File: src/rtl/ibexc_rvfi_trace_fifo.sv
// RVFI retirement capture FIFO, drained as a 32-bit valid/ready word stream with per-record last flag.
// Define IBEXC_TRACE_MEM_EN to append mem_addr and mem_wdata words (6-word records instead of 4).
module ibexc_rvfi_trace_fifo #(
  parameter int unsigned Depth = 8
) (
  input  logic                     clk_i,
  input  logic                     rst_ni,
  input  logic                     trace_en_i,
  input  logic                     clr_i,
  input  logic                     rvfi_valid,
  input  logic [63:0]              rvfi_order,
  input  logic [31:0]              rvfi_pc_rdata,
  input  logic [31:0]              rvfi_insn,
  input  logic                     rvfi_trap,
  input  logic                     rvfi_intr,
  input  logic                     rvfi_halt,
  input  logic [1:0]               rvfi_mode,
  input  logic [4:0]               rvfi_rd_addr,
  input  logic [31:0]              rvfi_rd_wdata,
  input  logic [3:0]               rvfi_mem_rmask,
  input  logic [3:0]               rvfi_mem_wmask,
  input  logic                     rvfi_mem_is_cap,
  input  logic [31:0]              rvfi_mem_addr,
  input  logic [31:0]              rvfi_mem_wdata,
  output logic                     tr_valid_o,
  output logic [31:0]              tr_data_o,
  output logic                     tr_last_o,
  input  logic                     tr_ready_i,
  output logic [$clog2(Depth):0]   fifo_level_o,
  output logic                     overflow_o,
  output logic [15:0]              drop_cnt_o
);

  // state | meaning
  // IDLE  | no record held, stream idle
  // SEND  | presenting word idx of the head record

  localparam int unsigned AW = $clog2(Depth);
  localparam int unsigned PW = AW + 1;
`ifdef IBEXC_TRACE_MEM_EN
  localparam int unsigned NW = 6;
`else
  localparam int unsigned NW = 4;
`endif
  localparam int unsigned IW = $clog2(NW);

  typedef enum logic {IDLE, SEND} state_e;

  state_e                state, state_next;
  logic [IW-1:0]         idx, idx_next;
  logic [PW-1:0]         wptr, rptr;
  logic [NW-1:0][31:0]   mem [Depth];
  logic [NW-1:0][31:0]   rec_in;
  logic [NW-1:0][31:0]   head_rec;
  logic [31:0]           hdr;
  logic                  empty, full, hs, last, pop, push, drop;
  logic                  unused_inputs;

  assign hdr = {rvfi_trap, rvfi_intr, rvfi_halt, rvfi_mode, rvfi_rd_addr,
                rvfi_mem_rmask, rvfi_mem_wmask, rvfi_mem_is_cap, rvfi_order[12:0]};

`ifdef IBEXC_TRACE_MEM_EN
  assign rec_in = {rvfi_mem_wdata, rvfi_mem_addr, rvfi_rd_wdata, hdr, rvfi_insn, rvfi_pc_rdata};
  assign unused_inputs = ^rvfi_order[63:13];
`else
  assign rec_in = {rvfi_rd_wdata, hdr, rvfi_insn, rvfi_pc_rdata};
  assign unused_inputs = ^{rvfi_order[63:13], rvfi_mem_addr, rvfi_mem_wdata};
`endif

  assign empty    = (wptr == rptr);
  assign full     = (wptr[AW] != rptr[AW]) && (wptr[AW-1:0] == rptr[AW-1:0]);
  assign head_rec = mem[rptr[AW-1:0]];

  assign tr_valid_o = (state == SEND);
  assign last       = (idx == IW'(NW - 1));
  assign tr_last_o  = tr_valid_o && last;
  assign tr_data_o  = tr_valid_o ? head_rec[idx] : 32'h0;

  assign hs   = tr_valid_o && tr_ready_i;
  assign pop  = hs && last;
  // A pop frees the head slot in the same cycle, so a full FIFO can still accept.
  assign push = rvfi_valid && trace_en_i && (!full || pop);
  assign drop = rvfi_valid && trace_en_i && full && !pop;

  assign fifo_level_o = wptr - rptr;

  always_ff @(posedge clk_i) begin
    if (push) mem[wptr[AW-1:0]] <= rec_in;
  end

  always_ff @(posedge clk_i or negedge rst_ni) begin
    if (!rst_ni) begin
      state <= IDLE;
      idx   <= '0;
      wptr  <= '0;
      rptr  <= '0;
    end else begin
      state <= state_next;
      idx   <= idx_next;
      if (push) wptr <= wptr + PW'(1);
      if (pop)  rptr <= rptr + PW'(1);
    end
  end

  always_comb begin
    state_next = state;
    idx_next   = idx;
    case (state)
      IDLE: begin
        idx_next = '0;
        if (!empty || push) state_next = SEND;
      end
      SEND: begin
        if (hs) begin
          if (last) begin
            idx_next = '0;
            if (fifo_level_o == PW'(1) && !push) state_next = IDLE;
          end else begin
            idx_next = idx + IW'(1);
          end
        end
      end
      default: begin
        state_next = IDLE;
        idx_next   = '0;
      end
    endcase
  end

  // Clear wins over a coincident drop.
  always_ff @(posedge clk_i or negedge rst_ni) begin
    if (!rst_ni) begin
      overflow_o <= 1'b0;
      drop_cnt_o <= '0;
    end else if (clr_i) begin
      overflow_o <= 1'b0;
      drop_cnt_o <= '0;
    end else if (drop) begin
      overflow_o <= 1'b1;
      if (drop_cnt_o != 16'hFFFF) drop_cnt_o <= drop_cnt_o + 16'd1;
    end
  end

endmodule
File: config.mk
export PLATFORM = sky130hd
export DESIGN_NAME = ibexc_rvfi_trace_fifo
export DESIGN_NICKNAME = d
export VERILOG_FILES = /design/src/rtl/ibexc_rvfi_trace_fifo.sv
export SDC_FILE = /design/constraint.sdc
export NUM_CORES = 1
export LEC_CHECK = 0
export ABC_CLOCK_PERIOD_IN_PS = 14500
export CAP_MARGIN = 10
export CORE_ASPECT_RATIO = 0.5
export CORE_MARGIN = 3
export CORE_UTILIZATION = 50
export DETAILED_ROUTE_END_ITERATION = 10
export PLACE_DENSITY = 0.84
export SYNTH_ARGS = -nofsm -noshare
export SYNTH_HDL_FRONTEND = slang
export SYNTH_SLANG_ARGS = --single-unit
File: constraint.sdc
create_clock -name clk_i -period 14.5 [get_ports clk_i]
set_input_delay 2.9 -clock clk_i [delete_from_list [all_inputs] [get_ports clk_i]]
set_output_delay 2.9 -clock clk_i [all_outputs]
set_load 0.02 [all_outputs]
==> results by group <==
Timing
  – Clock skew: 29.0 ps
  – Max frequency: 129 MHz
  – Setup_tns: 0 ps
  – Final period demand of the worst path: 7730 ps
  – Number of failing hold endpoints at the final stage: 0
  – Crit share post-route: 0.533
  – Transition time at the pin with the least slew margin: 1250 ps
  – Fin. max-slew vios: 0
  – Setup-violating endpoint count in the final report: 0
  – Slew headroom: 0.163
  – Setup repair after global routing missed its margin: no

Die
  – Core Rows: 72
  – Starting Density: 0.511
  – Full die area: 83600 um^2
  – Die height: 206 um
  – Count of pins on the block boundary: 304
  – Die X-Extent: 406 um
  – Area inside the core boundary: 78200 um^2

Power and ir drop
  – Static leakage: 0.0143 uW
  – Peak ir drop on the vdd network: 236 uV
  – Power density of the placed cells: 195 nW/um^2
  – Part of the total power dissipated in the clock network: 0.267
  – Combinational power share: 0.318
  – Switching pwr: 2880 uW
  – Overall power consumption: 9000 uW
  – Flop pwr share: 0.416
  – Sw Share: 0.319
  – P_int: 6120 uW

Clock tree
  – Worst-path clk slew: 70 ps
  – Longest Clk Path Bufs: 3
  – Master cell of the clock root buffer: clkbuf_16
  – Cts repair resizes: 0
  – Cts-stage hold buffer count: 0
  – Clock latency at the later pin of the worst-skew pair: 650 ps
  – Clock buffers created by TritonCTS: 91
  – Clock Sink Count: 1052
  – Number of H-tree levels: 3
  – Setup Fix Bufs, Post-CTS: 0
  – TritonCTS clock tree: yes

Placement
  – Cell Count Post-Placement: 2930
  – Count of input and output buffers: 188
  – Cell area after placement: 43100 um^2
  – Final GP Congestion: 0.820
  – Estimated wirelength of the detail-placed design: 46.5 mm

Detailed routing
  – Routed len/inst: 31.9 um
  – Starting DRT DRC Count: 3536
  – DRC violations left: 0
  – Total detailed-routing wirelength: 99.5 mm
  – DRT antenna net count: 0
  – Vias per Instance: 6.56
  – Number of vias after detailed routing: 20400
  – Initial DRT Pass Iterations: 5

Flow run
  – Max-cap check violation count: 0

Setup path
  – Startpoint type of the worst setup path: flip-flop
  – Critical path start-end classification: flip-flop to primary output
  – Crit-path slowest cell: buf_4
  – Required time worst endpoint: 11600 ps
  – Number of buffers and inverters on the critical path: 3
  – Slowest cell delay on critical path: 840 ps
  – Family of cells with the greatest summed delay on the critical path: buffers and inverters
  – CP Capture Type: primary output
  – Series of cell instances along the critical path: buf_12 -> buf_4 -> mux4_2 -> a22oi_1 -> nand2_1 -> a22o_1 -> clkdlybuf4s50_1
  – Highest fanout seen on the critical path: 175
  – Crit path DAT: 4830 ps

Final layout
  – Non-filler instance count after layout: 3115
  – Layout-stage area growth over the synthesis result: 15.2%
  – Area of all sequential standard cells: 31500 um^2
  – Final cell utilization of the core: 0.589
  – Final Instance Area: 46100 um^2
  – Post-layout nets: 2244
  – Layout cell share with drive strength beyond 1: 0.210
  – Footprint of the multi-input gates: 8130 um^2
  – Filler instances: 4915

Logic synthesis
  – Synthesized instance count: 1779
  – Flip-flop and latch count after synthesis: 1052
  – Synth async-reset ratio: 0.0266
  – Average footprint of a synthesized cell: 22.5 um^2
  – Netlist Area Pre-Place: 40000 um^2
  – Main flop type after synthesis: edfxtp_1
  – Synthesized net count: 2036
  – Sequential cell area fraction in the yosys report: 0.787
  – Count of synthesis-stage warnings from yosys: 0
  – Number of different library cells in the post-synthesis netlist: 43
  – Number of enable flip-flop cells after synthesis: 1024

Run status
  – Outcome: complete, no violations

GRT
  – Wire length of the first global-routing pass: 145 mm
  – Total overflow reported by the global router: 0
  – Pin count of the biggest net entering global routing: 176
  – GR Util All Layers: 0.239
  – Number of global-route vias before repair: 20700
  – Antenna violations before repair: 26

Worst hold path
  – Type of the most critical hold path: flip-flop to flip-flop
==> final timing paths <==
| path | start | to | slack (ps) | cells after the start |
|---|---|---|---|---|
| worst min register to register | overflow_o$_DFFE_PN0P_ | overflow_o$_DFFE_PN0P_ | 520 | 2 |
| worst max register to register | rptr[0]$_DFFE_PN0P_ | mem[6][104]$_DFFE_PP_ | 8300 | 8 |
| min in group asynchronous | rst_ni | rptr[0]$_DFFE_PN0P_ | 2650 | 2 |
| worst max-delay path | rptr[1]$_DFFE_PN0P_ | tr_data_o[0] | 6770 | 7 |
| max in group asynchronous | rst_ni | overflow_o$_DFFE_PN0P_ | 11510 | 2 |
| worst min-delay path | overflow_o$_DFFE_PN0P_ | overflow_o$_DFFE_PN0P_ | 520 | 2 |
==> worst min-delay path, stage by stage, from the launching register on <==
cell,delay [ps]
dfrtp_1,370
inv_1,60
a21oi_1,50
==> registers in the layout, summed over array words and instances (netlist names) <==
signal,count
tr_valid_o,1
idx,2
mem,1024
rptr,4
drop_cnt_o,16
wptr,4
overflow_o,1
==> cells in the mapped netlist, types with 12 or more instances <==
master	number	area [um^2]
mux4_2	256	5770
nor2_1	53	199
inv_1	12	45.0
xnor2_1	14	123
clkbuf_1	61	229
buf_2	29	145
nand2_1	49	184
edfxtp_1	1024	30700
a22o_1	32	280
a22oi_1	64	480
dfrtp_1	28	701
o22ai_1	64	400
==> layout make-up <==
cell class / instances / share of cell area
Clock inverter: 53 / 0.0103
Multi-Input combinational cell: 616 / 0.177
Sequential cell: 1052 / 0.683
Antenna cell: 20 / 0.00109
Tap cell: 1036 / 0.0281
Clock buffer: 112 / 0.0528
Inverter: 12 / 0.000978
Timing Repair Buffer: 214 / 0.0473
==> metrics by stage <==
step                worst slack, ps  hold WS, ps
detailed placement             7030          491
finish                         6770          524
floorplan                      1490          461
global route                   6590          558
CTS                            6650          524
global placement               7120          476
==> metal layers <==
layer / vias up / GRT usage / wire (um) / part of all wire
li1: 8012 / - / - / -
met5: - / 0 / 103 / 0.0010
met2: 1643 / 0.387 / 48900 / 0.49
met4: 16 / 0.122 / 5510 / 0.055
met1: 10400 / 0.313 / 34800 / 0.35
met3: 323 / 0.0476 / 10100 / 0.10
==> placed cells by master, fill, tap and decap left out, types with 8 or more instances in the layout <==
cell type / instances
a22o_1: 32
a22oi_1: 64
buf_12: 8
buf_4: 18
clkbuf_1: 17
clkbuf_16: 94
clkdlybuf4s50_1: 188
clkinv_1: 20
clkinv_2: 16
dfrtp_1: 26
diode_2: 20
edfxtp_1: 1024
inv_1: 12
mux4_2: 256
nand2_1: 49
nor2_1: 48
o22ai_1: 64
xnor2_1: 14
==> cell families (layout without fill, tap and decap cells) <==
| logic type | after synthesis | in the layout | synth area share |
|---|---|---|---|
| flip-flops | 1052 | 1052 | 0.787 |
| multiplexers | 261 | 261 | 0.146 |
| AO/OA/AOI/OAI | 181 | 181 | 0.0325 |
| AND/OR/NAND/NOR | 148 | 148 | 0.0169 |
| buffers and inverters | 111 | 391 | 0.0116 |
| XOR/XNOR | 18 | 18 | 0.00394 |
| adder cells (fa/ha/maj) | 8 | 8 | 0.00269 |
| other | 0 | 20 | 0 |
==> power by group through the flow <==
stage                     clock (uW)  combinational [uW]  sequential [uW]
after floorplan                    0                1800             3750
after global placement             0                2660             3760
after detailed placement           0                2710             3790
after CTS                       2420                2830             3740
after global routing            2520                2960             3760
final                           2400                2860             3740
Power figures use the tool's default switching activity.
